## config.mk

```make
export PLATFORM = sky130hd
export DESIGN_NAME = counter_data_sync_filter
export DESIGN_NICKNAME = d
export VERILOG_FILES = /design/src/rtl/counter_data_sync_filter.sv
export SDC_FILE = /design/constraint.sdc
export NUM_CORES = 1
export LEC_CHECK = 0
export ABC_CLOCK_PERIOD_IN_PS = 2600
export CORE_UTILIZATION = 25
export CTS_CLUSTER_SIZE = 16
export DETAILED_ROUTE_END_ITERATION = 7
export GPL_TIMING_DRIVEN = 0
export PLACE_DENSITY = 0.52
export SYNTH_ARGS = -nofsm -noshare
export SYNTH_HDL_FRONTEND = slang
export SYNTH_SLANG_ARGS = --single-unit
```

## constraint.sdc

```tcl
create_clock -name i_clk -period 2.6 [get_ports i_clk]
set_clock_uncertainty 0.1 [all_clocks]
set_input_delay 0.52 -clock i_clk [delete_from_list [all_inputs] [get_ports i_clk]]
set_output_delay 0.52 -clock i_clk [all_outputs]
set_load 0.05 [all_outputs]
```

## src/rtl/counter_data_sync_filter.sv

```systemverilog
// counter_data_sync_filter
// Multi-channel input conditioner. Every channel is an independent pipeline:
//   raw async input -> SYNC_STAGES-flop synchroniser -> stability filter
//   -> registered edge pulses -> edge counter with wrap/saturate and a
//   sticky overflow flag.
//
// Ports
//   i_clk      single clock, all state updates on its rising edge
//   i_rstn     asynchronous active-low reset, clears every flop
//   i_din      [CH]        raw asynchronous inputs, one bit per channel
//   i_cnt_clr  [CH]        per-channel synchronous clear of counter + overflow
//   o_filt     [CH]        synchronised, filtered level
//   o_rise     [CH]        one-cycle pulse when o_filt goes 0->1
//   o_fall     [CH]        one-cycle pulse when o_filt goes 1->0
//   o_cnt      [CH*CNT_W]  packed counters, channel k at [k*CNT_W +: CNT_W]
//   o_ovf      [CH]        sticky overflow, cleared by i_cnt_clr or reset
//
// Parameters
//   CH           number of channels
//   SYNC_STAGES  synchroniser depth (>= 2)
//   FILT_LEN     consecutive disagreeing synced cycles needed to flip o_filt (>= 1)
//   CNT_W        counter width (>= 1)
//   EDGE_MODE    counted edges: 0 rising, 1 falling, 2 both
//   SATURATE     0 counter wraps to 0, 1 counter holds at its maximum

module counter_data_sync_filter #(
  parameter int CH          = 4,
  parameter int SYNC_STAGES = 2,
  parameter int FILT_LEN    = 4,
  parameter int CNT_W       = 8,
  parameter int EDGE_MODE   = 0,
  parameter int SATURATE    = 0
) (
  input  logic                  i_clk,
  input  logic                  i_rstn,
  input  logic [CH-1:0]         i_din,
  input  logic [CH-1:0]         i_cnt_clr,
  output logic [CH-1:0]         o_filt,
  output logic [CH-1:0]         o_rise,
  output logic [CH-1:0]         o_fall,
  output logic [CH*CNT_W-1:0]   o_cnt,
  output logic [CH-1:0]         o_ovf
);

  localparam int                FC_W    = $clog2(FILT_LEN + 1);
  localparam logic [FC_W-1:0]   FC_LAST = FC_W'(FILT_LEN - 1);
  localparam logic [CNT_W-1:0]  CNT_MAX = '1;

  // Reject configurations the datapath below cannot implement.
  generate
    if (SYNC_STAGES < 2 || FILT_LEN < 1 || CNT_W < 1 ||
        EDGE_MODE < 0 || EDGE_MODE > 2 || CH < 1) begin : g_bad_params
      $error("counter_data_sync_filter: illegal parameter set (SYNC_STAGES=%0d FILT_LEN=%0d CNT_W=%0d EDGE_MODE=%0d CH=%0d)",
             SYNC_STAGES, FILT_LEN, CNT_W, EDGE_MODE, CH);
    end
  endgenerate

  for (genvar k = 0; k < CH; k++) begin : g_ch
    logic [SYNC_STAGES-1:0] sync_q;
    logic [FC_W-1:0]        fc_q;
    logic                   filt_q;
    logic                   rise_q;
    logic                   fall_q;
    logic [CNT_W-1:0]       cnt_q;
    logic                   ovf_q;

    logic                   s;
    logic                   flip;
    logic                   edge_hit;

    // Synchronised level seen by the filter.
    assign s = sync_q[SYNC_STAGES-1];

    // The filtered level flips on the cycle that completes a run of
    // FILT_LEN disagreeing samples; this same condition drives the pulse
    // registers and the counter so all three update on one edge.
    assign flip = (s != filt_q) && (fc_q == FC_LAST);

    assign edge_hit = (EDGE_MODE == 2) ? flip :
                      (EDGE_MODE == 1) ? (flip & ~s) :
                                         (flip &  s);

    // NOTE: all state here is written with non-blocking assignments so every
    // flop samples pre-edge values; blocking writes would let the filter see
    // this cycle's synchroniser output and shorten the chain by a stage.
    always_ff @(posedge i_clk or negedge i_rstn) begin
      if (!i_rstn) begin
        sync_q <= '0;
        fc_q   <= '0;
        filt_q <= 1'b0;
        rise_q <= 1'b0;
        fall_q <= 1'b0;
      end else begin
        sync_q <= {sync_q[SYNC_STAGES-2:0], i_din[k]};
        rise_q <= flip &  s;
        fall_q <= flip & ~s;
        if (s == filt_q) begin
          fc_q <= '0;
        end else if (fc_q == FC_LAST) begin
          filt_q <= s;
          fc_q   <= '0;
        end else begin
          fc_q <= fc_q + FC_W'(1);
        end
      end
    end

    // Counter and sticky overflow. A clear in the same cycle as a counted
    // edge wins and that edge is dropped.
    always_ff @(posedge i_clk or negedge i_rstn) begin
      if (!i_rstn) begin
        cnt_q <= '0;
        ovf_q <= 1'b0;
      end else if (i_cnt_clr[k]) begin
        cnt_q <= '0;
        ovf_q <= 1'b0;
      end else if (edge_hit) begin
        if (cnt_q == CNT_MAX) begin
          ovf_q <= 1'b1;
          if (SATURATE == 0) begin
            cnt_q <= '0;
          end
        end else begin
          cnt_q <= cnt_q + CNT_W'(1);
        end
      end
    end

    assign o_filt[k]                 = filt_q;
    assign o_rise[k]                 = rise_q;
    assign o_fall[k]                 = fall_q;
    assign o_ovf[k]                  = ovf_q;
    assign o_cnt[k*CNT_W +: CNT_W]   = cnt_q;
  end

endmodule

```

==> results.yml, run 1 <==
critical_path:
  cp_data_arrival_time_ns: 1.66
  slowest_delay_ns: 0.80
  cp-end-kind: "output pin"
  startpoint_type: "flip-flop"
  critPathTopFamily: "buffers and inverters"
  r2r_cells: 6
  cp_slowest_cell: "clkdlybuf4s50_1"
  cp_cell_sequence: "buf_4 -> clkdlybuf4s50_1"
  r2r_start: "g_ch[2].fc_q[0]$_DFF_PN0_"
  cp_max_fo: 5
  crit_required_ns: 1.98
  reg2reg_setup_slack_ns: 0.91
  reg2reg_to: "g_ch[2].cnt_q[3]$_DFFE_PN0P_"
  crit_buf_inv: 2
  startpoint: "g_ch[0].filt_q$_DFFE_PN0N_"
  path_class: "flip-flop to output pin"
drt:
  via_count: 2110
  ant_nets: 0
  routed_wl_um: 5890
  avgRoutedWirePerCell_um: 12.5
  drc: 0
  drt_iter0_markers: 84
  viasPerCell: 4.48
  drtPass1Iterations: 4
clock_tree:
  cts_resized: 0
  clockBufferDepth: 2
  cts_sinks: 68
  insertion_delay_ns: 0.33
  htree_levels: 3
  clk_pin_slew_ns: 0.06
  cts-buffers-inserted: 9
  cts_tree: "built"
  cts-root-buf: "clkbuf_16"
sta:
  finalSetupViolCount: 0
  tns_ns: 0
  max_freq_ghz: 0.438
  min_period_ns: 2.28
  slew_violations: 0
  grt_setup_unrepaired: "false"
  setup_ws_ns: 0.317
  maxSlewHeadroom: 0.660
  final-hold-violation-count: 0
  fin_crit_sh: 0.878
  tightest_slew_ns: 0.509
worst_hold_path:
  hold_path_end: "g_ch[0].sync_q[1]$_DFF_PN0_"
  min_path_cells: 0
  holdCritStartpoint: "g_ch[0].sync_q[0]$_DFF_PN0_"
  min_path_type: "flip-flop to flip-flop"
pwr:
  power.density_nw_per_um2: 766
  power.leakage_nw: 1.82
  p_total_mw: 3.16
  peakVddDrop_v: 0.000394
die:
  dieArea_um2: 12600
  pin_count: 58
  initial_core_util: 0.262
  die_h_um: 112
  core_area_um2: 11700
  die_x_um: 112
  row_count: 39
global_routing:
  grt_antenna_before_repair: 0
  grt_max_degree: 52
  grt_pass1_vias: 2131
  overflow: 0
  grt_pass1_wl_um: 10400
  grt_usage: 0.105
flow_run:
  max_cap_violations: 0
yosys:
  syn_area_um2: 3050
  synthArstFlopShare: 1.00
  synth.net_count: 276
  synth-edff-count: 0
  syn_area_per_cell_um2: 11.8
  seq_area_frac_synth: 0.558
  synthDistinctLibCells: 41
  yosys_warnings: 0
  ys_seq_elements: 68
  synth_ff_type: "dfrtp_1"
  syn_inst: 258
finish:
  layout_commonest_cell: "dfrtp_1"
  nets: 342
  n_antenna_cell: 0
  area_growth_pct: 35.1
  mostFrequentLayoutCells: "dfrtp_1, clkdlybuf4s50_1, nor2_1"
  drive_gt1_frac: 0.159
run_status:
  outcome: "finished, final reports clean"
placement:
  port_buffers: 53
  pre_cts_ws_ns: 0.641
  dp_hpwl_um: 3910
  gp_congestion: 0.716
## what timing repair did
action	CTS	global route
hold endpoints to repair	17	0
hold buffers	1	0
setup buffers	0	0
## cell usage after synthesis (4+ instances only)
library cell,count,area share
xnor2_1,7,0.020
o211ai_1,4,0.0098
buf_4,16,0.039
a31oi_1,4,0.0082
nor3_1,4,0.0066
ha_1,8,0.033
nand2_1,10,0.012
xor2_1,21,0.060
dfrtp_1,68,0.56
o2111ai_1,6,0.017
and3b_1,4,0.011
a21oi_1,4,0.0066
nor2_1,31,0.038
nand4_1,6,0.012
mux2_2,4,0.015
nor3b_1,6,0.015
and3_1,8,0.016
nand3_1,4,0.0066
nor2b_1,6,0.012
## worst max-delay path by stage
stage | cells after the start | endpoint
after floorplan | 5 | g_ch[3].cnt_q[5]$_DFFE_PN0P_
after global placement | 1 | g_ch[3].cnt_q[6]$_DFFE_PN0P_
after detailed placement | 2 | o_filt[0]
after CTS | 2 | o_filt[0]
after global routing | 2 | o_filt[0]
final | 2 | o_filt[0]
## flip-flops by register name, summed over array words and instances (netlist names)
name         cells
g_ch.sync_q      8
g_ch.rise_q      4
g_ch.fc_q       12
g_ch.cnt_q      32
g_ch.ovf_q       4
g_ch.filt_q      4
g_ch.fall_q      4
## logic make-up after synthesis
kind of cell               synth area share
DFF                                   0.558
and+or+nand+nor                       0.181
xor gates and xnor gates             0.0804
muxes                                0.0246
buffers and inverters                0.0582
AOI/OAI and AO/OA                    0.0652
adders and majority gates            0.0328
## final cells by class
type,instances,area (µm²)
buffer,24,174
clock buffer,11,253
clock inverter,4,72.6
fill,1164,7540
inverter,1,3.75
multi-input combinational,165,1170
sequential,68,1700
tap,143,179
timing repair buffer,55,566
## report_power, final
part / internal [mW] / switching, mW / leakage, nW
registers: 1.16 / 0.0775 / 0.914
logic: 0.268 / 0.327 / 0.749
clock network: 0.884 / 0.439 / 0.158
## per-layer routing
layer / global-route usage / vias up / share of wire
li1: - / 1021 / -
met1: 0.132 / 1029 / 0.48
met2: 0.159 / 53 / 0.46
met3: 0.0427 / 7 / 0.052
met4: 0.0480 / 0 / 0.012
met5: 0 / - / 0
## metrics by stage
stage	util	cells	area, µm²	hold WS, ns
floorplan	-	258	3050	0.124
global placement	0.322	454	3760	0.234
detailed placement	0.325	455	3780	0.236
CTS	0.353	471	4120	0.242
global route	0.353	471	4120	0.253
finish	0.353	471	4120	0.243
Power figures use the tool's default switching activity.
==> inputs of run 2 (changes only) <==
Settings changed: CORE_UTILIZATION 25 to 56, PLACE_DENSITY 0.52 to 0.93, RECOVER_POWER from default to 50, SETUP_SLACK_MARGIN from default to 0.5.
==> results.yml, run 2 (synthesis results as in run 1) <==
run_status:
  outcome: "complete, but fails checks"
  violations: "capacitance limit, slew limit"
placement:
  pre_cts_ws_ns: 0.675
  port_buffers: 53
  gp_congestion: 0.828
  dp_hpwl_um: 3700
  placed_area_um2: 3670
drt:
  routed_wl_um: 5380
  ant_nets: 0
  drtPass1Iterations: 4
  avgRoutedWirePerCell_um: 13.6
  drc: 0
  viasPerCell: 5.34
  drt_iter0_markers: 93
  via_count: 2115
global_routing:
  use_met2: 0.345
  grt_usage: 0.209
  grt_pass1_wl_um: 8760
  grt_antenna_before_repair: 0
  top_usage_layer: "met2"
  grt_pass1_vias: 2017
  use_met3: 0.0397
  grt_util_met1: 0.255
  grt_max_degree: 69
  overflow: 0
finish:
  nets: 340
  largest_reg_flops: 32
  layout_commonest_cell: "dfrtp_1"
  mostFrequentLayoutCells: "dfrtp_1, dlygate4sd2_1, nor2_1"
  final_area_um2: 3780
  n_antenna_cell: 0
  drive_gt1_frac: 0.147
  area_growth_pct: 23.8
  largestRegisters: "g_ch.cnt_q: 32 flops, g_ch.fc_q: 12 flops, g_ch.sync_q: 8 flops"
  largest_register: "g_ch.cnt_q"
clock_tree:
  hold_buffers: 0
  clockBufferDepth: 2
  clk_pin_slew_ns: 0.07
  htree_levels: 3
  cts_sinks: 68
  cts_tree: "built"
  insertion_delay_ns: 0.33
  cts-buffers-inserted: 9
  cts-root-buf: "clkbuf_8"
sta:
  setup_ws_ns: 0.578
  tns_ns: 0
  maxSlewHeadroom: -0.0605
  min_period_ns: 2.02
  finalSetupViolCount: 0
  max_freq_ghz: 0.495
  grt_setup_unrepaired: "false"
  tightest_slew_ns: 1.59
  final-hold-violation-count: 0
  fin_crit_sh: 0.778
  slew_violations: 69
critical_path:
  cp_data_arrival_time_ns: 1.40
  cp_cell_sequence: "buf_4 -> dlygate4sd2_1"
  slowest_delay_ns: 0.51
  startpoint_type: "flip-flop"
  cp-end-kind: "output pin"
  crit_required_ns: 1.98
  path_class: "flip-flop to output pin"
  r2r_start: "g_ch[1].fc_q[0]$_DFF_PN0_"
  startpoint: "g_ch[2].filt_q$_DFFE_PN0N_"
  cp_max_fo: 5
  cp_slowest_cell: "dlygate4sd2_1"
pwr:
  power.density_nw_per_um2: 689
  p_total_mw: 2.60
  peakVddDrop_v: 0.000640
  power.leakage_nw: 1.95
flow_run:
  max_cap_violations: 1
worst_hold_path:
  holdCritStartpoint: "g_ch[2].sync_q[0]$_DFF_PN0_"
  min_path_type: "flip-flop to flip-flop"
die:
  die_h_um: 75.8
  initial_core_util: 0.590
  dieArea_um2: 5750
  die_x_um: 75.8
  pin_count: 58
  row_count: 26
  core_area_um2: 5170
## run 2: changes by cell type in the layout (fill, tap and decap cells not counted), sizes merged
cell	delta
buf	-4
bufinv	-2
clkbuf	+6
clkdlybuf4s50	-52
clkinvlp	-1
dlygate4sd2	+48
dlygate4sd3	+3
## run 2: report_power, final
group,internal [mW],switching [mW]
clock network,0.444,0.359
logic,0.227,0.333
registers,1.16,0.0800
total,1.83,0.771
## run 2: critical path: cells and delay by family (launching register included)
| family | cells | cell delay (ns) |
|---|---|---|
| flops | 1 | 0.42 |
| buf+inv | 2 | 0.65 |
## run 2: cell type report
type / count / area (µm²)
Clock inverter: 1 / 5.00
Inverter: 1 / 3.75
Timing Repair Buffer: 53 / 465
Buffer: 24 / 159
Fill cell: 375 / 1400
Multi-Input combinational cell: 165 / 1170
Sequential cell: 68 / 1700
Clock buffer: 14 / 183
Tap cell: 70 / 87.6
## run 2: metal layers
layer  vias to the layer above  routed length [µm]
met3                         7                 200
li1                       1021                   -
met4                         0                  93
met1                      1034                2410
met5                         -                   0
met2                        53                2680
## run 2: metrics by stage
stage | cells | hold WS, ns | utilization
after floorplan | 258 | 0.124 | -
after global placement | 381 | 0.232 | 0.709
after detailed placement | 381 | 0.235 | 0.709
after CTS | 396 | 0.207 | 0.733
after global routing | 396 | 0.253 | 0.730
final | 396 | 0.250 | 0.730
## run 2: repair_timing
action                                  4_1_cts  5_1_grt
endpoints found under the setup margin       48        0
resized for setup                            48        0
buffers inserted                              0        0
endpoints found under the hold margin         0        0
## run 2: worst paths after layout
path / slack (ns) / cells past startpoint / endpoint
worst min-delay path: 0.25 / 0 / g_ch[2].sync_q[1]$_DFF_PN0_
max in group asynchronous: 0.98 / 1 / g_ch[1].cnt_q[5]$_DFFE_PN0P_
min in group asynchronous: 0.48 / 1 / g_ch[1].cnt_q[0]$_DFFE_PN0P_
worst max-delay path: 0.58 / 2 / o_filt[2]
worst max register to register: 0.68 / 6 / g_ch[1].cnt_q[6]$_DFFE_PN0P_
worst min register to register: 0.25 / 0 / g_ch[2].sync_q[1]$_DFF_PN0_
==> patch (config.mk and constraints of run 2) <==
Reset style: synchronous (`i_rstn`), changed in 2 clocked blocks. Comments in the files are not updated.
--- a/src/rtl/counter_data_sync_filter.sv
+++ b/src/rtl/counter_data_sync_filter.sv
@@ -84,5 +84,5 @@
     // flop samples pre-edge values; blocking writes would let the filter see
     // this cycle's synchroniser output and shorten the chain by a stage.
-    always_ff @(posedge i_clk or negedge i_rstn) begin
+    always_ff @(posedge i_clk) begin
       if (!i_rstn) begin
         sync_q <= '0;
@@ -108,5 +108,5 @@
     // Counter and sticky overflow. A clear in the same cycle as a counted
     // edge wins and that edge is dropped.
-    always_ff @(posedge i_clk or negedge i_rstn) begin
+    always_ff @(posedge i_clk) begin
       if (!i_rstn) begin
         cnt_q <= '0;
Behaviour: differs if i_rstn is asserted again (counterexample within 10 cycles, from zero or initial values and one cycle with i_rstn low); with i_rstn held inactive, the same outputs for 10 cycles.
==> patch against run 2 <==
Area after synthesis shrank 4.2%. Via count grew 13%. Die area shrank 4.1%. Register-to-register slack lost 110 ps. Worst setup slack lost 120 ps. Non-clock buffer count grew 1. Sequential cell count is the same. Global-route usage grew 1.5 points. Routed wire length grew 9.8%. Design area shrank 2.2%. Critical path type is now in -> reg. Largest cell class unchanged.
Power is not compared: it rests on default switching activity, and its combinational part moved more than twofold at a synthesized area within 25%.
==> patch: results (changes against run 2) <==
- Synth Warn #: 0, unchanged
- via count of the first global-routing pass: 2107, +4.5%
- slack of the worst reg-to-reg path: 570 ps, -110 ps
- maximum root-to-sink buffer count: 2, unchanged
- highest ir drop seen on vdd: 0.343 mV
- source-to-sink clock delay at the later pin of the worst-skew pair: 330 ps, about the same
- highest-delay cell along the critical path: sky130_fd_sc_hd__dlygate4sd3_1
- number of nets produced by synthesis: 330, +20%
- drt via density: 5.37, +0.49%
- drt total wl: 5.91 mm, +9.8%
- share of flip-flops with an asynchronous set or reset after synthesis: 0, -1.00
- iteration-0 DRC count of the detailed router: 88, -5.4%
- global-route wire length before repair: 9.43 mm, +7.6%
- Clock Root Buffer: sky130_fd_sc_hd__clkbuf_8
- synthesized area divided by synthesized cell count: 9.49 um2, -20%
- critical path peak fanout: 10, +5
- cell types with the highest counts after synthesis: sky130_fd_sc_hd__dfxtp_1, sky130_fd_sc_hd__nor2_1, sky130_fd_sc_hd__a21oi_1, sky130_fd_sc_hd__inv_1, sky130_fd_sc_hd__buf_4
- final cell count without fillers: 447, +13%
- cell count after placement: 432, +13%
- most used flip-flop cell after synthesis: sky130_fd_sc_hd__dfxtp_1
- Area after DPL: 3580 um2, -2.5%
- H-Tree Depth: 3, unchanged
- Worst R2R Start: g_ch[2].fc_q[0]
- launch point of the critical path: i_rstn
- fraction of final layout cells sized beyond drive strength 1: 0.108, -0.0393
- last element of the critical path: g_ch[3].cnt_q[5]
- pin count of the biggest net entering global routing: 11, -84%
- overall track demand over capacity in global routing: 0.224, +0.0153
- sequential-to-total area share from yosys stat: 0.466, -0.0919
- Num CTS Buffers: 9, unchanged
- Antenna Diode Count: 0, unchanged
- Critical R2R Capture: g_ch[2].cnt_q[7]
- count of distinct cell types in the synthesized netlist: 39, -4.9%
- max-slew violations: 0, -100%
- number of detailed-routing iterations run before antenna repair: 4, unchanged
- result of the run: complete, no violations
- Final HPWL DP: 4.20 mm, +14%
- max-slew headroom at the worst pin: 0.662, +0.723
- leakage power: 1.61 nW
- worst reg-to-reg path cell count: 5, -1
- Hold WC Path Type: reg -> reg
- Nets: 398, +17%
- critical path's largest stage delay: 670 ps, +160 ps
- final setup fails: 0, unchanged
- Achievable Freq: 0.467 GHz, -5.6%
- critical path data arrival time: 2310 ps, +910 ps
- clock transition time at the flip-flop clock pins of the worst setup and hold paths: 70 ps, about the same
- largest registers: g_ch.cnt_q: 32 flops, g_ch.fc_q: 12 flops, g_ch.sync_q: 8 flops
- PortBufs: 57, +7.5%
- most area-consuming cells after synthesis: sky130_fd_sc_hd__dfxtp_1, sky130_fd_sc_hd__ha_1, sky130_fd_sc_hd__nor2_1
- GP Congestion: 0.849, +2.5%
- antenna violations before repair: 0, unchanged
- dpl ws: 238 ps, -437 ps
[patch: cell count changes in the layout (fill, tap and decap cells not counted), moves of 7 or more]
cell and change:
sky130_fd_sc_hd__dfrtp_1 -68, sky130_fd_sc_hd__dfxtp_1 +68, sky130_fd_sc_hd__a21oi_1 +17, sky130_fd_sc_hd__inv_1 +17, sky130_fd_sc_hd__xor2_1 -15, sky130_fd_sc_hd__or3_1 +11, sky130_fd_sc_hd__or4_1 +11, sky130_fd_sc_hd__and3_1 -8
sky130_fd_sc_hd__clkdlybuf4s50_1 +8, sky130_fd_sc_hd__o21ai_0 +8, sky130_fd_sc_hd__o31ai_1 +7
[patch: area by class of cell]
type                    count  area (um2)
flip-flops and latches     68        1360
clock inverters             2        10.0
multi-input cells         200        1360
repair buffers             57         510
clock buffers              13         159
well taps                  67        83.8
plain buffers              21         140
inverters                  19        71.3
fillers                   371        1180
[patch: kinds of logic (layout without fill, tap and decap cells)]
kind of cell             count (synthesis)  count (layout)  share of synthesized area
AO/OA/AOI/OAI                           52              52                      0.111
XOR/XNOR                                10              10                     0.0300
adder cells (fa/ha/maj)                 12              12                     0.0514
buffers and inverters                   40             112                     0.0749
flip-flops                              68              68                      0.466
multiplexers                             8               8                     0.0274
AND/OR/NAND/NOR                        118             118                      0.239
[patch: metal layers]
layer  GRT usage  vias to the layer above  part of all wire
met4      0.0755                        0            0.0080
met3      0.0650                        6             0.046
met5           0                        -                 0
met2       0.380                       54              0.50
li1            -                     1213                 -
met1       0.274                     1126              0.45
[patch: worst min path at each step]
stage / to / slack, ps / depth (start not counted) / startpoint
6_report: g_ch[2].fc_q[0] / 330 / 1 / g_ch[2].fc_q[0]
5_1_grt: g_ch[0].fc_q[0] / 340 / 1 / g_ch[0].fc_q[0]
4_1_cts: g_ch[2].fc_q[0] / 330 / 1 / g_ch[2].fc_q[0]
3_5_place_dp: g_ch[2].fc_q[0] / 320 / 1 / g_ch[2].fc_q[0]
3_3_place_gp: g_ch[0].fc_q[0] / 310 / 1 / g_ch[0].fc_q[0]
2_1_floorplan: g_ch[0].fc_q[0] / 300 / 1 / g_ch[0].fc_q[0]
[patch: what timing repair did]
| item | in CTS | in global routing |
|---|---|---|
| setup buffers | 0 | 0 |
| resized for setup | 48 | 6 |
| cloned | 0 | 0 |
| setup endpoints to repair | 48 | 13 |
| hold buffers | 0 | 0 |
[patch: critical path, delay by kind of cell]
kind	cells	cell delay [ps]
buffers and inverters	2	1090
and+or+nand+nor	1	370
AOI/OAI and AO/OA	2	320
[patch: where the power goes]
part	switching, mW	internal [mW]
combinational	0.0277	0.0267
clock	0.358	0.391
sequential	0.00575	1.05
